--- config.mk ---
export PLATFORM = sky130hd
export DESIGN_NAME = fetch_unit
export DESIGN_NICKNAME = d
export VERILOG_FILES = /design/src/rtl/fetch_unit.sv
export SDC_FILE = /design/constraint.sdc
export NUM_CORES = 1
export LEC_CHECK = 0
export ABC_CLOCK_PERIOD_IN_PS = 11800
export CELL_PAD_IN_SITES_DETAIL_PLACEMENT = 1
export CELL_PAD_IN_SITES_GLOBAL_PLACEMENT = 1
export CORE_MARGIN = 4
export CORE_UTILIZATION = 46
export CTS_BUF_LIST = sky130_fd_sc_hd__clkbuf_8
export DETAILED_ROUTE_END_ITERATION = 10
export PLACE_DENSITY = 0.95
export RECOVER_POWER = 50
export SLEW_MARGIN = 20
export SYNTH_ARGS = -nofsm -noshare
export SYNTH_HDL_FRONTEND = slang
export SYNTH_SLANG_ARGS = --single-unit
--- constraint.sdc ---
create_clock -name i_clk -period 11.8 [get_ports i_clk]
set_input_delay 2.95 -clock i_clk [delete_from_list [all_inputs] [get_ports i_clk]]
set_output_delay 2.95 -clock i_clk [all_outputs]
set_load 0.01 [all_outputs]
--- src/rtl/fetch_unit.sv ---
// fetch_unit: instruction fetch stage. Owns the PC, issues sequential word
// reads to a synchronous instruction memory, queues returned words with their
// addresses in an in-order queue and hands them to decode over valid/ready.
// A redirect reloads the PC and drops every queued and in-flight word.
// Ports:
//   i_clk, i_rst                      clock, synchronous active-high reset
//   o_mem_read, o_mem_address         memory read request (address = PC)
//   i_mem_value                       read data, one cycle after the request
//   i_redirect, i_redirect_addr       PC reload and flush
//   o_valid, o_instr, o_pc, i_ready   decode handshake and payload
module fetch_unit #(
  parameter int unsigned ADDR_WIDTH  = 14,
  parameter int unsigned DATA_WIDTH  = 32,
  parameter int unsigned RESET_ADDR  = 0,
  parameter int unsigned QUEUE_DEPTH = 2
) (
  input  logic                  i_clk,
  input  logic                  i_rst,
  output logic                  o_mem_read,
  output logic [ADDR_WIDTH-1:0] o_mem_address,
  input  logic [DATA_WIDTH-1:0] i_mem_value,
  input  logic                  i_redirect,
  input  logic [ADDR_WIDTH-1:0] i_redirect_addr,
  output logic                  o_valid,
  output logic [DATA_WIDTH-1:0] o_instr,
  output logic [ADDR_WIDTH-1:0] o_pc,
  input  logic                  i_ready
);

  localparam int unsigned PTR_W = (QUEUE_DEPTH > 1) ? $clog2(QUEUE_DEPTH) : 1;
  localparam int unsigned CNT_W = PTR_W + 1;
  localparam int unsigned OCC_W = CNT_W + 1;

  logic [ADDR_WIDTH-1:0] r_pc;
  logic                  r_inflight;
  logic [ADDR_WIDTH-1:0] r_req_addr;
  logic [DATA_WIDTH-1:0] r_q_instr [QUEUE_DEPTH];
  logic [ADDR_WIDTH-1:0] r_q_pc    [QUEUE_DEPTH];
  logic [PTR_W-1:0]      r_rd_ptr;
  logic [PTR_W-1:0]      r_wr_ptr;
  logic [CNT_W-1:0]      r_count;

  logic                  w_pop;
  logic                  w_push;
  logic                  w_issue;
  logic [OCC_W-1:0]      w_occ;

  // Handshake and issue decisions; every request reserves a queue slot.
  always_comb begin
    w_pop   = o_valid & i_ready & ~i_redirect;
    w_push  = r_inflight & ~i_redirect;
    w_occ   = OCC_W'(r_count) + OCC_W'(r_inflight) - OCC_W'(w_pop);
    w_issue = ~i_rst & ~i_redirect & (w_occ < OCC_W'(QUEUE_DEPTH));
  end

  assign o_mem_read    = w_issue;
  assign o_mem_address = r_pc;
  assign o_valid       = (r_count != '0);
  assign o_instr       = r_q_instr[r_rd_ptr];
  assign o_pc          = r_q_pc[r_rd_ptr];

  // PC, in-flight tracking and queue control; reset outranks redirect.
  always_ff @(posedge i_clk) begin
    if (i_rst) begin
      r_pc       <= ADDR_WIDTH'(RESET_ADDR);
      r_inflight <= 1'b0;
      r_req_addr <= '0;
      r_rd_ptr   <= '0;
      r_wr_ptr   <= '0;
      r_count    <= '0;
      for (int i = 0; i < int'(QUEUE_DEPTH); i++) begin
        r_q_instr[i] <= '0;
        r_q_pc[i]    <= '0;
      end
    end else if (i_redirect) begin
      // Clearing inflight makes the response arriving next cycle be ignored.
      r_pc       <= i_redirect_addr;
      r_inflight <= 1'b0;
      r_rd_ptr   <= '0;
      r_wr_ptr   <= '0;
      r_count    <= '0;
    end else begin
      r_inflight <= w_issue;
      if (w_issue) begin
        r_pc       <= r_pc + ADDR_WIDTH'(1);
        r_req_addr <= r_pc;
      end
      if (w_push) begin
        r_q_instr[r_wr_ptr] <= i_mem_value;
        r_q_pc[r_wr_ptr]    <= r_req_addr;
        r_wr_ptr            <= r_wr_ptr + PTR_W'(1);
      end
      if (w_pop) begin
        r_rd_ptr <= r_rd_ptr + PTR_W'(1);
      end
      r_count <= r_count + CNT_W'(w_push) - CNT_W'(w_pop);
    end
  end

endmodule

==> out/qor.log <==
qor: worst_setup_path.reg2reg_to o_mem_address[2]
qor: sta.finalHoldViolCount 0
qor: clocking.inserted_clock_buffers 17
qor: worst_setup_path.critical_path_peak_fanout 30
qor: power.fin_total_pwr 932 uW
qor: worst_hold_path.min_delay_worst_endpoint r_req_addr[3]
qor: clocking.clk_latency 0.43 ns
qor: route.detailedRoute.firstIterationViolations 277
qor: status.violations capacitance limit, slew limit
qor: synthesis.synth_enable_flop_cells 92
qor: floorplan.core_area 11700 um^2
qor: synthesis.seq_area_frac_synth 61.7%
qor: power.power.share.combinational 9.6%
qor: place.placement.io_buffers 111
qor: route.average_routed_wire_per_standard_cell 19.1 um
qor: worst_setup_path.r2r_setup_slack 8.58 ns
qor: route.detailedRoute.firstPassIterationCount 4
qor: power.p_per_area 130 nW/um^2
qor: place.detailed_place_hpwl 8880 um
qor: sta.achievable-frequency 0.102 GHz
qor: synthesis.post_synthesis_sequential_element_count 126
qor: power.switching_power_as_a_share_of_total_power 22.5%
qor: clocking.clockRootBuffer sky130_fd_sc_hd__clkbuf_8
qor: synthesis.synth_flop_cell sky130_fd_sc_hd__edfxtp_1
qor: worst_setup_path.timing.critical_path.from_type input port
qor: sta.setup_total_negative_slack 0 ns
qor: power.switchingPower 210 uW
qor: route.drt.antenna.violating_nets 0
qor: run.max_cap_viol_count 3
qor: synthesis.synth.yosys.warnings 0
qor: worst_hold_path.hold-path-cell-count 2
qor: sta.final.period_utilization 83.1%
qor: global_route.grt_pass1_wl 22000 um
qor: sta.final_max_slew_viol_count 142
qor: global_route.grt_remaining_overflow 0
qor: floorplan.design.die.area 14000 um^2
qor: status.run_status finished, violations left
qor: synthesis.synthCells 446
qor: synthesis.synth.cell_area 5580 um^2
qor: global_route.grt_util_all_layers 20.0%
qor: worst_setup_path.rr_startpoint r_count[1]
qor: clocking.max-clock-path-buffers 2
qor: sta.layout_min_cycle_time 9.80 ns
qor: route.finalWirelength 13500 um
qor: worst_setup_path.worst_ep_required_time 8.85 ns
qor: power.share_seq_of_total_power 54.3%
qor: worst_setup_path.critPathCaptureType output pin
qor: clocking.cts_setup_buffers 0
qor: clocking.ctsResizeCount 0
qor: synthesis.mappedNetlistNets 499
qor: clocking.tritoncts_clock_tree done
qor: clocking.h_tree_level_count 4
qor: worst_hold_path.min-delay-start r_req_addr[3]
qor: sta.fin_worst_skew 0.0104 ns
qor: floorplan.chipWidth 118 um
qor: floorplan.placement_rows 39
qor: power.intPower 722 uW
qor: synthesis.ys_async_rst_share 0%
qor: clocking.clkSinkCount 126
qor: power.leak 0.00261 uW
qor: route.count_of_unresolved_drc_violations_after_routing 0
qor: sta.rsz0062_at_grt false
qor: worst_setup_path.rr_worst_depth 10
qor: synthesis.syn-mean-instance-area 12.5 um^2
qor: cells_and_area.finalNetCount 606
qor: cells_and_area.n_antenna_cell 0
qor: sta.report.final.setup_viol 0
qor: cells_and_area.drive_above_1_share 14.3%
qor: route.vias_per_cell 5.46
qor: floorplan.floorplan.initialDensity 47.8%
qor: floorplan.die_y 118 um
qor: clocking.post_cts_hold_buffer_count 0
qor: worst_setup_path.criticalPathCategory in -> out
qor: sta.worst_pin_slew 2.73 ns
qor: worst_hold_path.hold_class reg -> reg
qor: global_route.via_count_of_the_first_global_routing_pass 4257
qor: cells_and_area.area.growth.synth_to_final 28.0%
qor: global_route.antenna_found_initial 0
qor: route.vias 3873
qor: power.max-vdd-ir-drop 69.0 uV
qor: power.pwr-share-clk 36.2%
qor: clocking.clk_transition_reported_paths 0.06 ns
qor: worst_setup_path.worst_ep_arrival_time 6.85 ns
qor: sta.slew_headroom -81.8%
qor: floorplan.ios 112
qor: place.place_congestion 0.840
qor: synthesis.synth_cell_type_count 43
qor: global_route.maximum_number_of_pins_on_one_net_before_global_route_repair 48
cell type report:
| type | count | area (um^2) |
|---|---|---|
| inverter | 5 | 18.8 |
| fill | 1174 | 4520 |
| clock inverter | 15 | 118 |
| timing repair buffer | 117 | 1140 |
| clock buffer | 17 | 234 |
| sequential | 126 | 3450 |
| multi-input combinational | 286 | 2000 |
| tap | 143 | 179 |
stage by stage:
step                      instances  worst slack [ns]  utilization [%]  hold WS, ns  instance area [um^2]
after floorplan                 446              3.99                -        0.440                  5580
after global placement          677              2.33             58.3        0.451                  6800
after detailed placement        677              2.07             58.3        0.464                  6800
after CTS                       709              2.05             61.3        0.478                  7150
after global routing            709              1.72             61.2        0.507                  7140
final                           709              2.00             61.2        0.479                  7140
flip-flops by register name, indices dropped and copies added (netlist names), named ones only:
name           flops
r_inflight         1
r_wr_ptr           1
r_rd_ptr           1
o_mem_address     14
r_q_pc            28
r_q_instr         64
r_count            2
r_req_addr        14
cells in the mapped netlist (all sizes together), types with 2 or more instances:
cell type	instances	share of area (%)
a211oi	2	0.27
a21oi	18	1.6
a31oi	12	1.3
a32oi	2	0.31
and2	95	11
and3	5	0.56
and4	2	0.31
buf	11	1.1
clkbuf	18	1.2
dfxtp	34	12
edfxtp	92	50
ha	2	0.45
inv	5	0.34
mux2	46	9.3
nand2	42	2.8
nand3	4	0.36
nand4b	2	0.58
nor2	5	0.34
nor3	7	0.63
o211ai	4	0.54
o21ai	8	0.72
o311ai	2	0.31
or2	2	0.22
or3	4	0.45
or4	4	0.54
xnor2	3	0.81
xor2	4	0.63
power groups by stage:
| stage | Clock, uW | Sequential, uW | Combinational (uW) |
|---|---|---|---|
| after global placement | 0 | 512 | 87.7 |
| after detailed placement | 0 | 515 | 90.5 |
| after floorplan | 0 | 512 | 38.4 |
| final | 337 | 506 | 89.0 |
| after global routing | 364 | 507 | 96.1 |
| after CTS | 346 | 505 | 91.5 |
worst max-delay path by stage:
stage,from,end,slack (ns),depth (start not counted)
2_1_floorplan,i_redirect,o_mem_read,3.99,9
3_3_place_gp,i_redirect,o_mem_read,2.33,10
3_5_place_dp,i_redirect,o_mem_read,2.07,11
4_1_cts,i_redirect,o_mem_read,2.05,11
5_1_grt,i_redirect,o_mem_read,1.72,11
6_report,i_redirect,o_mem_read,2.00,11
metal layers:
| metal | track usage, % | routed length [um] | vias to the layer above |
|---|---|---|---|
| li1 | - | - | 1814 |
| met1 | 25.1 | 5910 | 1889 |
| met2 | 32.8 | 6630 | 146 |
| met3 | 5.38 | 701 | 24 |
| met4 | 8.13 | 268 | 0 |
| met5 | 0 | 0 | - |
cell families after synthesis:
family                     after synthesis  share of synthesized area (%)
adders and majority gates                3                          0.807
xor gates and xnor gates                 7                           1.44
and+or+nand+nor                        177                           18.2
muxes                                   46                           9.29
AOI/OAI and AO/OA                       53                           5.85
buffers and inverters                   34                           2.67
DFF                                    126                           61.7
cells in the final DEF (no fill, tap or decap), types with 16 or more instances in the layout:
cell	instances
sky130_fd_sc_hd__dfxtp_1	33
sky130_fd_sc_hd__nand2_1	42
sky130_fd_sc_hd__a21oi_1	18
sky130_fd_sc_hd__clkbuf_8	17
sky130_fd_sc_hd__edfxtp_1	92
sky130_fd_sc_hd__and2_1	43
sky130_fd_sc_hd__dlygate4sd3_1	16
sky130_fd_sc_hd__mux2_2	46
sky130_fd_sc_hd__clkdlybuf4s50_1	95
sky130_fd_sc_hd__and2_0	52
critical path, stage by stage:
cell	delay, ns
sky130_fd_sc_hd__dlygate4sd3_1	1.13
sky130_fd_sc_hd__inv_1	0.34
sky130_fd_sc_hd__a21boi_0	0.27
sky130_fd_sc_hd__o21ai_0	0.14
sky130_fd_sc_hd__fa_1	0.52
sky130_fd_sc_hd__xnor2_4	0.22
sky130_fd_sc_hd__nand3_1	0.11
sky130_fd_sc_hd__buf_4	0.24
sky130_fd_sc_hd__inv_1	0.10
sky130_fd_sc_hd__buf_4	0.23
sky130_fd_sc_hd__clkdlybuf4s50_1	0.58
Note: power is estimated with default switching activity, not from simulation.
